## src/rtl/lsu.sv

```systemverilog
// Load/store stage: passes ALU results through, runs a single req/gnt/rvalid
// data-bus access per memory op, with byte-lane steering and load extension.
module lsu #(
    parameter int unsigned BUS_TIMEOUT = 0
) (
    input  logic        clk,
    input  logic        rst_n,
    input  logic        ex_valid,
    input  logic [31:0] ex_alu_result,
    input  logic [31:0] ex_store_data,
    input  logic        ex_mem_rd,
    input  logic        ex_mem_wr,
    input  logic [2:0]  ex_funct3,
    input  logic        ex_rd_reg_en,
    input  logic [4:0]  ex_rd_reg_addr,
    input  logic [31:0] ex_pc,
    input  logic [31:0] ex_inst,
    output logic [31:0] lsu_reg_wdata_o,
    output logic        lsu_rd_reg_en_o,
    output logic [4:0]  lsu_rd_reg_addr_o,
    output logic [31:0] lsu_pc_o,
    output logic [31:0] lsu_inst_o,
    output logic        lsu_stall_o,
    output logic        lsu_misalign_o,
    output logic        lsu_bus_err_o,
    output logic        dbus_req,
    output logic        dbus_we,
    output logic [31:0] dbus_addr,
    output logic [31:0] dbus_wdata,
    output logic [3:0]  dbus_be,
    input  logic        dbus_gnt,
    input  logic        dbus_rvalid,
    input  logic [31:0] dbus_rdata
);

    typedef enum logic [1:0] {IDLE, REQ, WAIT, DONE} state_e;

    state_e      state_q, state_d;
    logic [31:0] ldata_q, ldata_d;
    logic [31:0] tmo_q, tmo_d;
    logic        err_q, err_d;

    logic        mem_op, size_ok, misalign, legal, timeout;
    logic        req_c, stall_c;
    logic [1:0]  off;
    logic [31:0] rshift, ext;

    assign off      = ex_alu_result[1:0];
    assign mem_op   = ex_valid & (ex_mem_rd | ex_mem_wr);
    assign misalign = ((ex_funct3[1:0] == 2'b01) & off[0]) |
                      ((ex_funct3[1:0] == 2'b10) & (off != 2'b00));
    assign legal    = mem_op & size_ok & ~misalign;
    assign timeout  = (BUS_TIMEOUT != 0) && (tmo_q == BUS_TIMEOUT - 1);

    always_comb begin
        size_ok = 1'b0;
        if (ex_mem_rd) begin
            case (ex_funct3)
                3'b000, 3'b001, 3'b010, 3'b100, 3'b101: size_ok = 1'b1;
                default:                                size_ok = 1'b0;
            endcase
        end else begin
            case (ex_funct3)
                3'b000, 3'b001, 3'b010: size_ok = 1'b1;
                default:                size_ok = 1'b0;
            endcase
        end
    end

    assign rshift = dbus_rdata >> {off, 3'b000};

    always_comb begin
        case (ex_funct3)
            3'b000:  ext = {{24{rshift[7]}}, rshift[7:0]};
            3'b001:  ext = {{16{rshift[15]}}, rshift[15:0]};
            3'b100:  ext = {24'h000000, rshift[7:0]};
            3'b101:  ext = {16'h0000, rshift[15:0]};
            default: ext = dbus_rdata;
        endcase
    end

    // Bus payload comes straight from ex_*, which the stall holds steady.
    assign dbus_we   = ex_mem_wr & ~ex_mem_rd;
    assign dbus_addr = {ex_alu_result[31:2], 2'b00};

    always_comb begin
        dbus_be    = 4'b1111;
        dbus_wdata = ex_store_data;
        if (dbus_we) begin
            case (ex_funct3[1:0])
                2'b00: begin
                    dbus_be    = 4'b0001 << off;
                    dbus_wdata = {4{ex_store_data[7:0]}};
                end
                2'b01: begin
                    dbus_be    = 4'b0011 << off;
                    dbus_wdata = {2{ex_store_data[15:0]}};
                end
                default: begin
                    dbus_be    = 4'b1111;
                    dbus_wdata = ex_store_data;
                end
            endcase
        end
    end

    always_ff @(posedge clk or negedge rst_n) begin
        if (!rst_n) begin
            state_q <= IDLE;
            ldata_q <= '0;
            tmo_q   <= '0;
            err_q   <= 1'b0;
        end else begin
            state_q <= state_d;
            ldata_q <= ldata_d;
            tmo_q   <= tmo_d;
            err_q   <= err_d;
        end
    end

    always_comb begin
        state_d = state_q;
        ldata_d = ldata_q;
        tmo_d   = tmo_q;
        err_d   = 1'b0;
        case (state_q)
            IDLE: begin
                if (legal) begin
                    tmo_d   = '0;
                    state_d = dbus_gnt ? WAIT : REQ;
                end
            end
            REQ: begin
                tmo_d = tmo_q + 32'd1;
                if (dbus_gnt) begin
                    state_d = WAIT;
                end else if (timeout) begin
                    state_d = DONE;
                    err_d   = 1'b1;
                end
            end
            WAIT: begin
                tmo_d = tmo_q + 32'd1;
                if (dbus_rvalid) begin
                    ldata_d = ext;
                    state_d = DONE;
                end else if (timeout) begin
                    state_d = DONE;
                    err_d   = 1'b1;
                end
            end
            default: state_d = IDLE;
        endcase
    end

    always_comb begin
        req_c           = 1'b0;
        stall_c         = 1'b0;
        lsu_misalign_o  = 1'b0;
        lsu_reg_wdata_o = ex_alu_result;
        lsu_rd_reg_en_o = 1'b0;
        case (state_q)
            IDLE: begin
                if (legal) begin
                    req_c   = 1'b1;
                    stall_c = 1'b1;
                end else if (mem_op) begin
                    lsu_misalign_o = 1'b1;
                end else begin
                    lsu_rd_reg_en_o = ex_valid & ex_rd_reg_en;
                end
            end
            REQ: begin
                req_c   = 1'b1;
                stall_c = 1'b1;
            end
            WAIT: stall_c = 1'b1;
            default: begin
                if (ex_mem_rd) begin
                    lsu_reg_wdata_o = ldata_q;
                    lsu_rd_reg_en_o = ex_rd_reg_en & ~err_q;
                end
            end
        endcase
    end

    // IDLE still sees the frozen ex_* op during reset; gate so nothing escapes.
    assign dbus_req      = req_c & rst_n;
    assign lsu_stall_o   = stall_c & rst_n;
    assign lsu_bus_err_o = err_q;

    assign lsu_pc_o          = ex_pc;
    assign lsu_inst_o        = ex_inst;
    assign lsu_rd_reg_addr_o = ex_rd_reg_addr;

endmodule
```

## config.mk

```make
export PLATFORM = sky130hd
export DESIGN_NAME = lsu
export DESIGN_NICKNAME = d
export VERILOG_FILES = /design/src/rtl/lsu.sv
export SDC_FILE = /design/constraint.sdc
export NUM_CORES = 1
export LEC_CHECK = 0
export CORE_AREA = 2 2 135 137
export DETAILED_ROUTE_END_ITERATION = 7
export DIE_AREA = 0 0 137 139
export GPL_TIMING_DRIVEN = 0
export PLACE_DENSITY = 0.63
export SETUP_SLACK_MARGIN = 0.5
export SYNTH_ARGS = -nofsm -noshare
export SYNTH_HDL_FRONTEND = slang
export SYNTH_SLANG_ARGS = --single-unit
export TNS_END_PERCENT = 50
```

## constraint.sdc

```tcl
create_clock -name clk -period 2.5 [get_ports clk]
set_input_delay 0.5 -clock clk [delete_from_list [all_inputs] [get_ports clk]]
set_output_delay 0.5 -clock clk [all_outputs]
set_load 0.005 [all_outputs]
```

==> summary.md <==
| Metric | Value |
|---|---|
| Status | `finished clean` |
| Clock-pin slew on the worst setup and hold paths | `approximately 0.060 ns` |
| Vias in the first global route | `4531` |
| Mapped cell area | `~3700 um^2` |
| CP max stage delay | `between 0.4 and 0.5 ns` |
| Yosys reg bits | `34` |
| IR drop worst, VDD | `roughly 0.32 mV` |
| Buf/Inv on CP | `4` |
| Clk Latency, worst-skew pair | `about 0.28 ns` |
| Critical Path AT | `between 1.5 and 2 ns` |
| CTS tree | `done` |
| Critical Path End Type | `output port` |
| CP Data Required Time | `about 2.0 ns` |
| Met3 WL | `1650 um` |
| HP Class | `input port to async pin` |
| Area contributors post-synth | `dfrtp_1 23%, buf_4 22%, mux2_2 15%` |
| Worst-Margin Slew | `between 0.5 and 0.6 ns` |
| # setup viols final | `0` |
| First-pass DRT Iterations | `4` |
| Final Max Tran Viols | `0` |
| Total CTS buffers | `5` |
| Filler instances | `around 1700` |
| Most common cell on crit path | `buf_6` |
| Crit path max-delay family | `buffers and inverters` |
| PortBufs | `between 200 and 300` |
| Skew final | `0.00589 ns` |
| Post-route cell area | `~8000 um^2` |
| Flop pwr share | `22.9%` |
| WHS | `~0.18 ns` |
| Path depth of the worst reg2reg path | `10` |
| Vias after detailed routing | `4501` |
| CP cell instances | `ha_4 -> nand2_8 -> buf_6 -> buf_12 -> buf_8 -> mux2_4 -> buf_6` |
| Crit path max fanout | `6` |
| Crit path kind | `flop to output port` |
| Netlist cell types | `39` |
| GRT Resource Usage Total | `about 17%` |
| Share of cells above drive strength 1 | `around 44%` |
| Syn-to-layout area delta | `120%` |
| HPWL after detailed placement | `between 10000 and 15000 um` |
| # H-tree levels | `2` |
| Clock share of power | `a little under a fifth` |
| Crit path from | `state_q[0]` |
| Fin nets | `approximately 1000` |
| Combinational power share | `~60%` |
| Final core area utilization | `between 40% and 50%` |
| Remaining DRCs | `0` |
| PwrDens | `roughly 540 nW/um^2` |
| Site Rows | `between 40 and 50` |
| Setup crit start kind | `flop` |
| Fin crit period | `around 2.2 ns` |
| Core Area | `~18000 um^2` |
| Area of the multi-input gates | `approximately 2200 um^2` |
| Die footprint | `roughly 19000 um^2` |
| First-pass GRT wire length | `~25000 um` |
| Fmax | `around 0.44 GHz` |
| Die W | `137 um` |
| Critical-path top delay cell | `dfrtp_1` |
| Final ANT Viol Nets | `0` |
| Remaining Overflow, GRT | `0` |
| Top-area cell type share of the netlist area | `about 23%` |
| DP Area | `6850 um^2` |
| Metal2 WL | `slightly above 9000 um` |
| Int Power | `3.00 mW` |
| Via/cell ratio | `approximately 4.3` |
| Met1 Wirelength | `approximately 6200 um` |
| Post-route clock period utilization | `89.9%` |
| TNS Setup | `0 ns` |
| Top sig layer | `met4` |
| Leak | `approximately 3.9 nW` |
| Largest net degree at the start of global routing | `37` |
| Stages on worst setup path | `7` |
| I/O pin cnt | `between 300 and 400` |
| Synth area leader | `dfrtp_1` |
| Switching Power | `about 1.4 mW` |
| Starting Density | `around a fifth` |
| Yosys warning count | `0` |
| Clk sink count | `34` |
| Die H | `~140 um` |
| Seq/Total Area, Yosys | `between 20% and 30%` |
| DR iter-0 viols | `200` |
| Sw Share | `between 30 and 40%` |
| RSZ-0062 raised after global routing | `yes` |
| R2R Path Start | `state_q[0]` |
| WL final | `roughly 17000 um` |
| Relative slew margins | `61.0%` |
| Fin. Hold Viols | `0` |
| Syn Area/Cell | `approximately 8.3 um^2` |
| Placer Congestion | `just under 0.8` |
| Setup WS pre-CTS | `-1.11 ns` |
| Root cell of the clock tree | `clkbuf_16` |
| Final setup margin | `0.252 ns` |
| Initial antenna violation count | `2` |
| CTS Buffer Depth | `2` |
| WL/cell | `between 15 and 20 um` |
| Post-Synthesis Cells | `449` |
| Maxcap violations | `0` |
| Storage cell area | `851 um^2` |
==> per-stage QoR <==
stage,power (mW),instances
finish,4.45,1036
global route,4.73,1035
CTS,4.36,1024
global placement,2.91,956
detailed placement,2.94,956
floorplan,1.95,451
==> cells in the final DEF, fill, tap and decap left out, drive strengths merged, types with 3 or more instances in the layout <==
| cell | count |
|---|---|
| buf | 260 |
| clkdlybuf4s50 | 196 |
| mux2 | 50 |
| o21ai | 42 |
| nor2 | 41 |
| dfrtp | 34 |
| a21oi | 34 |
| mux2i | 23 |
| nand2 | 20 |
| clkbuf | 20 |
| a22oi | 8 |
| inv | 8 |
| o22ai | 7 |
| a22o | 6 |
| a2bb2oi | 6 |
| dlygate4sd2 | 6 |
| dlymetal6s2s | 5 |
| nor2b | 5 |
| ha | 5 |
| conb | 3 |
| nand2b | 3 |
==> final timing paths <==
path | end | slack, ns
setup / recovery | lsu_reg_wdata_o[7] | 0.25
min in group clk | ldata_q[4] | 0.49
setup reg to reg | ldata_q[2] | 0.51
hold reg to reg | ldata_q[4] | 0.49
max in group asynchronous | ldata_q[26] | 1.98
hold / removal | ldata_q[11] | 0.18
==> sequential cells by signal, summed over array words and instances, names as in the netlist <==
| signal | count |
|---|---|
| state_q | 2 |
| ldata_q | 32 |
==> kinds of logic (layout without fill, tap and decap cells) <==
kind of cell / after synthesis / in the layout / synth area share, %
simple gates: 80 / 80 / 9.65
other cells: 1 / 5 / 0.100
fa+ha+maj: 5 / 5 / 1.68
compound gates: 110 / 110 / 17.6
buf+inv: 145 / 499 / 26.3
mux: 74 / 74 / 21.8
flops: 34 / 34 / 22.8
==> Yosys cell counts <==
| library cell | instances |
|---|---|
| buf_4 | 110 |
| mux2_2 | 50 |
| o21ai_0 | 42 |
| nor2_1 | 39 |
| dfrtp_1 | 34 |
| a21oi_1 | 33 |
| mux2i_1 | 23 |
| nand2_1 | 20 |
| clkbuf_1 | 13 |
| a22oi_1 | 8 |
| buf_2 | 8 |
| inv_1 | 8 |
| o22ai_1 | 7 |
| a22o_1 | 6 |
| a2bb2oi_1 | 6 |
| ha_1 | 5 |
| buf_1 | 4 |
| nor2b_1 | 4 |
| nand2b_1 | 3 |
| and2_1 | 2 |
| buf_6 | 2 |
| nand3b_1 | 2 |
| nor2_2 | 2 |
| nor3_1 | 2 |
| o211ai_1 | 2 |
| a21oi_2 | 1 |
| a31oi_1 | 1 |
| conb_1 | 1 |
| mux4_2 | 1 |
| nand3_1 | 1 |
| nor2b_4 | 1 |
| nor3b_1 | 1 |
| nor4_1 | 1 |
| o2111ai_2 | 1 |
| o21a_1 | 1 |
| o21ba_2 | 1 |
| o221a_2 | 1 |
| or2_1 | 1 |
| or3_1 | 1 |
==> metal layers <==
| metal | GRT usage (%) | vias up |
|---|---|---|
| met5 | 0 | - |
| met2 | 32.2 | 223 |
| li1 | - | 2160 |
| met3 | 4.39 | 16 |
| met1 | 19.4 | 2102 |
| met4 | 4.12 | 0 |
==> layout make-up <==
class,count,area share [%]
repair buffers,346,42.9
multi-input cells,272,27.2
plain buffers,137,13.2
flip-flops and latches,34,10.4
well taps,229,3.49
clock buffers,5,1.53
clock inverters,3,0.839
inverters,8,0.397
diodes,2,0.0610
==> power groups by stage <==
stage               logic, mW  registers, mW  clock network [mW]
floorplan                1.01          0.940                   0
global placement         1.88           1.03                   0
detailed placement       1.90           1.04                   0
CTS                      2.49           1.03               0.838
global route             2.82           1.05               0.862
finish                   2.61           1.02               0.823
==> repair_timing <==
| item | CTS | global route |
|---|---|---|
| hold buffers | 0 | 0 |
| setup buffers | 56 | 9 |
| gates resized for setup | 431 | 60 |
| pin swaps | 10 | 2 |
| setup endpoints to repair | 130 | 131 |
| cloned | 4 | 1 |
Note: power is estimated with default switching activity, not from simulation.
